## config.mk

```make
export PLATFORM = sky130hd
export DESIGN_NAME = fifo_flow_controller
export DESIGN_NICKNAME = d
export VERILOG_FILES = /design/src/rtl/fifo_flow_controller_pkg.sv /design/src/rtl/fifo_flow_controller_burst_timer.sv /design/src/rtl/fifo_flow_controller.sv
export SDC_FILE = /design/constraint.sdc
export NUM_CORES = 1
export LEC_CHECK = 0
export ABC_AREA = 1
export CAP_MARGIN = 25
export CORE_AREA = 4 4 63 54
export CTS_BUF_LIST = sky130_fd_sc_hd__clkbuf_8 sky130_fd_sc_hd__clkbuf_16
export CTS_CLUSTER_DIAMETER = 100
export DETAILED_ROUTE_END_ITERATION = 8
export DIE_AREA = 0 0 67 58
export GPL_TIMING_DRIVEN = 1
export PLACE_DENSITY = 0.76
export SYNTH_ARGS = -nofsm -noshare
export SYNTH_HDL_FRONTEND = slang
export SYNTH_SLANG_ARGS = --single-unit
```

## constraint.sdc

```tcl
create_clock -name clk -period 1.9 [get_ports clk]
set_input_delay 0.38 -clock clk [delete_from_list [all_inputs] [get_ports clk]]
set_output_delay 0.38 -clock clk [all_outputs]
set_load 0.02 [all_outputs]
```

## src/rtl/fifo_flow_controller_pkg.sv

```systemverilog
`default_nettype none
// ============================================================================
// Module      : fifo_flow_controller_pkg
// Description : Shared constants for the capture -> FIFO -> UART byte path.
//               Holds the UART clock constants, the flow-controller default
//               thresholds and the controller state encodings.
// Revision    : 1.0 - initial release
// ============================================================================
package fifo_flow_controller_pkg;

    // UART clocking for the byte path
    localparam int c_SYS_CLK_HZ    = 50_000_000;
    localparam int c_UART_BAUD     = 9600;
    localparam int c_UART_CLK_DIV  = c_SYS_CLK_HZ / c_UART_BAUD;

    // Flow-controller defaults
    localparam int c_CNT_W_DEF      = 10;
    localparam int c_HIGH_WATER_DEF = 512;
    localparam int c_MAX_BURST_DEF  = 16;
    localparam int c_TIMEOUT_DEF    = 4095;

    // Controller state encodings (also exported on the debug state port)
    localparam int         c_STATE_W    = 3;
    localparam logic [2:0] c_ST_IDLE    = 3'd0;
    localparam logic [2:0] c_ST_CAPTURE = 3'd1;
    localparam logic [2:0] c_ST_DRAIN   = 3'd2;
    localparam logic [2:0] c_ST_YIELD   = 3'd3;

endpackage : fifo_flow_controller_pkg
`default_nettype wire

```

## src/rtl/fifo_flow_controller_burst_timer.sv

```systemverilog
`default_nettype none
// ============================================================================
// Module      : flow_burst_timer
// Description : Loadable down-counter shared between the drain burst counter
//               and the capture timeout timer. Load has priority over
//               decrement; the counter holds at zero.
// Ports       : clk        - stage clock
//               reset      - synchronous, active-low reset
//               i_load     - load i_load_val on the next edge
//               i_load_val - value to load
//               i_dec      - decrement by one (ignored at zero)
//               o_zero     - counter is zero
// Revision    : 1.0 - initial release
// ============================================================================
module flow_burst_timer #(
    parameter int WIDTH = 12
) (
    input  logic             clk,
    input  logic             reset,
    input  logic             i_load,
    input  logic [WIDTH-1:0] i_load_val,
    input  logic             i_dec,
    output logic             o_zero
);

    logic [WIDTH-1:0] r_count;
    logic [WIDTH-1:0] w_count;

    always_comb begin
        w_count = r_count;
        if (i_load) begin
            w_count = i_load_val;
        end else if (i_dec && (r_count != '0)) begin
            w_count = r_count - 1'b1;
        end
    end

    always_ff @(posedge clk) begin
        if (!reset) begin
            r_count <= '0;
        end else begin
            r_count <= w_count;
        end
    end

    assign o_zero = (r_count == '0);

endmodule : flow_burst_timer
`default_nettype wire

```

## src/rtl/fifo_flow_controller.sv

```systemverilog
`default_nettype none
// ============================================================================
// Module      : fifo_flow_controller
// Description : Grants the single FIFO either to the capture stage (writer)
//               or to the drain/transmit stages (reader). Drain starts on a
//               flush request or at the high-water mark and is burst-limited
//               so a waiting capture is never starved. All outputs are
//               registered.
// Ports       : clk, reset        - stage clock, sync active-low reset
//               in_req, in_done   - capture byte ready / write finished
//               drain_req         - flush request pulse
//               fifo_*            - FIFO occupancy and status
//               out_finish        - UART finished one byte
//               capture_en, drain_en, tx_en - stage enables
//               state             - current state (debug)
//               overflow, timeout - sticky error flags
//               drain_pending     - flush request not yet served
// Revision    : 1.0 - initial release
// ============================================================================
module fifo_flow_controller
    import fifo_flow_controller_pkg::*;
#(
    parameter int CNT_W      = c_CNT_W_DEF,
    parameter int HIGH_WATER = c_HIGH_WATER_DEF,
    parameter int MAX_BURST  = c_MAX_BURST_DEF,
    parameter int TIMEOUT    = c_TIMEOUT_DEF
) (
    input  logic                 clk,
    input  logic                 reset,
    input  logic                 in_req,
    input  logic                 in_done,
    input  logic                 drain_req,
    input  logic [CNT_W-1:0]     fifo_count,
    input  logic                 fifo_empty,
    input  logic                 fifo_full,
    input  logic                 fifo_busy,
    input  logic                 out_finish,
    output logic                 capture_en,
    output logic                 drain_en,
    output logic                 tx_en,
    output logic [c_STATE_W-1:0] state,
    output logic                 overflow,
    output logic                 timeout,
    output logic                 drain_pending
);

    // Timer is sized for the timeout; the burst limit is assumed smaller.
    localparam int               c_TMR_W      = $clog2(TIMEOUT + 1);
    // Loading N-1 and exiting on zero gives exactly N cycles / N bytes.
    localparam logic [c_TMR_W-1:0] c_TMO_LOAD   = c_TMR_W'(TIMEOUT - 1);
    localparam logic [c_TMR_W-1:0] c_BURST_LOAD = c_TMR_W'(MAX_BURST - 1);
    localparam logic [CNT_W-1:0]   c_HIGH_WATER = CNT_W'(HIGH_WATER);

    logic [c_STATE_W-1:0] r_state;
    logic                 r_capture_en;
    logic                 r_drain_en;
    logic                 r_tx_en;
    logic                 r_overflow;
    logic                 r_timeout;
    logic                 r_drain_pending;

    logic [c_STATE_W-1:0] w_state;
    logic                 w_overflow;
    logic                 w_timeout;
    logic                 w_drain_pending;
    logic                 w_pend_set;
    logic                 w_pend_clr;
    logic                 w_tmr_load;
    logic [c_TMR_W-1:0]   w_tmr_load_val;
    logic                 w_tmr_dec;
    logic                 w_tmr_zero;

    flow_burst_timer #(
        .WIDTH(c_TMR_W)
    ) u_timer (
        .clk        (clk),
        .reset      (reset),
        .i_load     (w_tmr_load),
        .i_load_val (w_tmr_load_val),
        .i_dec      (w_tmr_dec),
        .o_zero     (w_tmr_zero)
    );

    always_comb begin
        w_state        = r_state;
        w_overflow     = r_overflow;
        w_timeout      = r_timeout;
        w_pend_set     = drain_req || (fifo_count >= c_HIGH_WATER);
        w_pend_clr     = 1'b0;
        w_tmr_load     = 1'b0;
        w_tmr_load_val = '0;
        w_tmr_dec      = 1'b0;

        case (r_state)
            c_ST_IDLE: begin
                if (!fifo_busy) begin
                    // Overflow is recorded even when drain takes the grant.
                    if (in_req && fifo_full) begin
                        w_overflow = 1'b1;
                    end
                    if (in_req && !fifo_full) begin
                        w_state        = c_ST_CAPTURE;
                        w_tmr_load     = 1'b1;
                        w_tmr_load_val = c_TMO_LOAD;
                    end else if (r_drain_pending && !fifo_empty) begin
                        w_state        = c_ST_DRAIN;
                        w_tmr_load     = 1'b1;
                        w_tmr_load_val = c_BURST_LOAD;
                    end else if (r_drain_pending && fifo_empty) begin
                        w_pend_clr = 1'b1;
                    end
                end
            end

            c_ST_CAPTURE: begin
                if (in_done) begin
                    w_state = c_ST_IDLE;
                end else if (w_tmr_zero) begin
                    w_timeout = 1'b1;
                    w_state   = c_ST_IDLE;
                end else begin
                    w_tmr_dec = 1'b1;
                end
            end

            c_ST_DRAIN: begin
                // Only leave on a byte boundary so no byte is cut short.
                if (out_finish) begin
                    if (fifo_empty) begin
                        w_pend_clr = 1'b1;
                        w_state    = c_ST_IDLE;
                    end else if (w_tmr_zero) begin
                        if (in_req) begin
                            w_state = c_ST_YIELD;
                        end else begin
                            w_tmr_load     = 1'b1;
                            w_tmr_load_val = c_BURST_LOAD;
                        end
                    end else begin
                        w_tmr_dec = 1'b1;
                    end
                end
            end

            c_ST_YIELD: begin
                w_state = c_ST_IDLE;
            end

            default: begin
                w_state = c_ST_IDLE;
            end
        endcase

        // A new request in the same cycle as service keeps the flag set.
        if (w_pend_set) begin
            w_drain_pending = 1'b1;
        end else if (w_pend_clr) begin
            w_drain_pending = 1'b0;
        end else begin
            w_drain_pending = r_drain_pending;
        end
    end

    always_ff @(posedge clk) begin
        if (!reset) begin
            r_state         <= c_ST_IDLE;
            r_capture_en    <= 1'b0;
            r_drain_en      <= 1'b0;
            r_tx_en         <= 1'b0;
            r_overflow      <= 1'b0;
            r_timeout       <= 1'b0;
            r_drain_pending <= 1'b0;
        end else begin
            r_state         <= w_state;
            // Enables follow the next state, so they are exclusive by design.
            r_capture_en    <= (w_state == c_ST_CAPTURE);
            r_drain_en      <= (w_state == c_ST_DRAIN);
            r_tx_en         <= (w_state == c_ST_DRAIN);
            r_overflow      <= w_overflow;
            r_timeout       <= w_timeout;
            r_drain_pending <= w_drain_pending;
        end
    end

    assign state         = r_state;
    assign capture_en    = r_capture_en;
    assign drain_en      = r_drain_en;
    assign tx_en         = r_tx_en;
    assign overflow      = r_overflow;
    assign timeout       = r_timeout;
    assign drain_pending = r_drain_pending;

endmodule : fifo_flow_controller
`default_nettype wire

```

# == Yosys cells after proc, flatten, opt, wreduce, memory -nomap -nowiden ==
# Index checks and enable logic that the tools add are counted.
# classes
n_reduce_logical,15
n_addsub,1
bitwise_logic,2
magnitude_cmp,1
muxes,42
eq_ne,4
# ops
cell,n
$mux 12,4
$mux 3,9
$pmux 12 s2,1
$mux 4,5
$mux 1,19
$logic_not 12->1,1
$reduce_bool 12->1,1
$sub 12x1->12 const B,1
$ge 10x10->1 const B,1
$pmux 3 s3,1
$eq 3x1->1 const B,2
$eq 3x2->1 const B,2
$pmux 1 s2,3
$reduce_and 3->1,2
$logic_and 1x1->1,5
$reduce_bool 2->1,2
$logic_not 3->1,1
$logic_not 1->1,2
$not 1->1,2
$logic_or 1x1->1,1
# totals
register_bits,20
out_inout_bits,9

# == Depth between registers and ports, before layout ==
# logic_depth
depth_word,8
mapped_depth,11
depth_no_buf,11

# == By module ==
# Synthesis repeated with hierarchy kept, for this count alone.
# unflattened
cells_unflattened,217
hier_area_um2,1392.6
# by_module_without_submodules
module,area_each_um2,n_inst,cells_each
flow_burst_timer,909.6,1,147
fifo_flow_controller,483.0,1,70

# == Worst setup path before layout ==
# No wires, ideal clock.
# synth_timing
path_type,register to register
startpoint,register u_timer.r_count[0]
endpoint,register u_timer.r_count[10]
arrival_time_ns,1.434
path_slack_ns,0.355
path_stages_with_launch,12
period_less_slack_ns,1.545
path_cell_list,dfxtp_1 -> inv_1 -> ha_1 -> nand2_1 -> nor2_1 -> nand2_1 -> nor2_1 -> nand2_2 -> nand2_1 -> nor2_1 -> nor2_1 -> nor2_1
# synth_via
elab_chain_len,7
elab_cells_between_ends,16
# synth_rtl
item,line_no,text
start: declaration,fifo_flow_controller_burst_timer.sv:26,logic [WIDTH-1:0] r_count;
start signal: assignment,fifo_flow_controller_burst_timer.sv:42,r_count <= w_count;
$logic_not 12->1,fifo_flow_controller_burst_timer.sv:46,assign o_zero = (r_count == '0);
$mux 1,"fifo_flow_controller.sv:118, fifo_flow_controller.sv:132",
$mux 1,fifo_flow_controller.sv:129,if (fifo_empty) begin
$mux 1,fifo_flow_controller.sv:128,if (out_finish) begin
$pmux 1 s2,fifo_flow_controller.sv:94,case (r_state)
$logic_and 1x1->1,fifo_flow_controller_burst_timer.sv:33,end else if (i_dec && (r_count != '0)) begin
$reduce_bool 2->1 (no line),-,
# Several ways; a longest one is shown, not always the timed one. The select of a mux whose other input is x is not followed.
# A chain may end at the register's enable or synchronous reset.

# == Worst setup path in the final report ==
# layout_timing
startpoint,register u_timer.r_count[0]
endpoint,register u_timer.r_count[8]
# Same word-level chain as after synthesis.

==> flow_summary.yaml <==
outcome:
  outcome: "finished clean"
logic_synthesis:
  synth_edf_count: 0
  synthArstFlopShare_pct: 0
  yosysUniqueCellTypes: 29
  seq_area_frac_synth_pct: 29.9
  yosys_warnings: 0
  syn_area_um2: 1340
  synth_nets: 238
  syn_inst: 218
  ys_ff_latch: 20
  synth_flop_cell: "dfxtp_1"
  postSynthAreaPerCell_um2: 6.15
floorplanning:
  ioPinCount: 28
  dieArea_um2: 3890
  chipHeight_um: 58
  coreArea_um2: 2700
  start_util_pct: 49.6
  die_w_um: 67
  rows: 17
worst_setup_path:
  arrival_ns: 1.88
  critical_path_class: "reg2reg"
  worstSetupEndpointType: "flop"
  crit_fanout: 6
  crit_slowest_cell: "dfxtp_1"
  worstReg2RegEnd: "u_timer.r_count[8]$_SDFFE_PN0P_"
  crit_chain: "inv_1 -> ha_2 -> nand2_1 -> nor2_2 -> nand2_1 -> nor2_2 -> nand2_2 -> nand3_4 -> nand2_2 -> nor2_1 -> nor2_1"
  required_ns: 2.05
  r2r_setup_slack_ns: 0.18
  r2r-start: "u_timer.r_count[0]$_SDFFE_PN0P_"
  startpoint_type: "flop"
  r2r_cells: 11
  max_stage_delay_ns: 0.33
grt:
  first_global_vias: 1187
  grt.total_usage_pct: 17.7
  grt_start_max_net_pins: 12
  antenna_found_initial: 0
  grt_first_pass_wirelength_um: 5310
  grt_remaining_overflow: 0
sta:
  setup_tns_ns: 0
  finalCritPeriodShare_pct: 90.8
  setup_viol: 0
  grt_setup_unrepaired: "false"
  setup_ws_ns: 0.175
  fmax_mhz: 580
  hold_violations: 0
  finalClockSkew_ns: 0.00865
  min_period_ns: 1.72
  final_max_slew_viol_count: 0
final_layout:
  final_common_cell: "nand2_1"
  fillCellCount: 271
  n_antenna_cell: 0
  most-common-layout-cells: "nand2_1, nor2_1, inv_1"
  drive_gt1_share_pct: 15.7
  final_nets: 269
  areaGrowthSynthToFinish_pct: 27.0
hold_path:
  hold_end: "timeout$_SDFFE_PN0P_"
  hold_start: "timeout$_SDFFE_PN0P_"
  hold_class: "reg2reg"
  worst_hold_path.num_cells: 1
power_and_ir_drop:
  p_leak_uw: 0.000888
  vdd_ir_drop_max_mv: 0.716
  p_per_area_nw_per_um2: 664
  p_total_uw: 1130
place:
  gp_congestion: 0.917
  io_buffers: 18
  dp_slack_ns: 0.0177
  dp_hpwl_um: 2460
route:
  via_per_inst: 4.76
  drt-total-wl_um: 3050
  ant_nets: 0
  drc_errors: 0
  first_pass_iters: 4
  vias: 1360
  drt_first_iter_violations: 72
  wire_per_inst_um: 10.7
job:
  drv_cap: 0
clock_network:
  clk_latency_ns: 0.26
  htreeDepth: 1
  cts-buffers-inserted: 3
  clockBufferDepth: 2
  cts.sinks: 20
  clock-root-buffer: "clkbuf_8"
  holdBufCountCts: 0
  cts_setup_buffers: 0
  cts_resized: 0
  path_clk_slew_ns: 0.07
  cts_tree: "built"
## power by group
group	leakage (µW)	internal (µW)	switching, µW	total, µW
logic	0.000696	143	204	347
registers	0.000163	439	19.2	459
clock network	0.0000288	185	139	324
## metrics by stage
stage	util, %	cell area (µm²)	cells	hold WS, ns
after floorplan	-	1340	218	0.451
after global placement	60.6	1640	282	0.461
after detailed placement	60.6	1640	282	0.461
after CTS	62.6	1690	286	0.487
after global routing	63.0	1700	286	0.531
final	63.0	1700	286	0.490
## how the worst max path moves through the flow
stage / from / cells past startpoint / slack, ns / endpoint
2_1_floorplan: u_timer.r_count[0]$_SDFFE_PN0P_ / 11 / 0.35 / u_timer.r_count[10]$_SDFFE_PN0P_
4_1_cts: u_timer.r_count[0]$_SDFFE_PN0P_ / 11 / 0.03 / u_timer.r_count[9]$_SDFFE_PN0P_
6_report: u_timer.r_count[0]$_SDFFE_PN0P_ / 11 / 0.18 / u_timer.r_count[8]$_SDFFE_PN0P_
5_1_grt: u_timer.r_count[0]$_SDFFE_PN0P_ / 11 / 0.02 / u_timer.r_count[9]$_SDFFE_PN0P_
3_5_place_dp: fifo_empty / 8 / 0.02 / u_timer.r_count[3]$_SDFFE_PN0P_
3_3_place_gp: fifo_empty / 9 / 0.02 / u_timer.r_count[9]$_SDFFE_PN0P_
## cells in the mapped netlist (3+ instances only)
cell,n,area [µm²]
nand2_1,50,188
nor2_1,50,188
inv_1,27,101
nand3_1,24,120
dfxtp_1,20,400
a21oi_1,6,30.0
inv_2,6,22.5
nand2_2,3,18.8
nand4_1,3,18.8
nor2_4,3,33.8
o21ai_0,3,15.0
## worst max-delay path, delay by kind of cell (launching register included)
kind,cells,cell delay (ns)
buffers and inverters,1,0.09
and+or+nand+nor,9,0.96
DFF,1,0.33
adders and majority gates,1,0.23
## state kept, by name, indices dropped and copies added, names as in the netlist
name,flops
capture_en,1
u_timer.r_count,12
tx_en,1
state,3
timeout,1
drain_pending,1
overflow,1
## layout make-up
class | count | area (µm²) | area share [%]
multi-input cells | 162 | 800 | 47.0
flip-flops and latches | 20 | 400 | 23.5
repair buffers | 29 | 275 | 16.2
inverters | 33 | 124 | 7.28
clock buffers | 4 | 55.1 | 3.24
well taps | 38 | 47.5 | 2.79
## routing by layer
layer  vias up  global-route usage [%]  part of all wire [%]
met2        23                    25.5                    42
met3         2                    4.46                   4.6
met1       598                    26.2                    52
met5         -                       0                     0
li1        737                       -                     -
met4         0                    4.62                  0.98
## cell families (layout without fill, tap and decap cells)
group / after synthesis / count (layout) / synth area share, %
buffers and inverters: 36 / 66 / 11.2
AO/OA/AOI/OAI: 16 / 16 / 6.91
AND/OR/NAND/NOR: 141 / 141 / 48.8
adder cells (fa/ha/maj): 1 / 1 / 0.934
other: 1 / 1 / 0.280
flip-flops: 20 / 20 / 29.9
XOR/XNOR: 3 / 3 / 1.96
No activity file was read; power rests on OpenSTA's default activity.
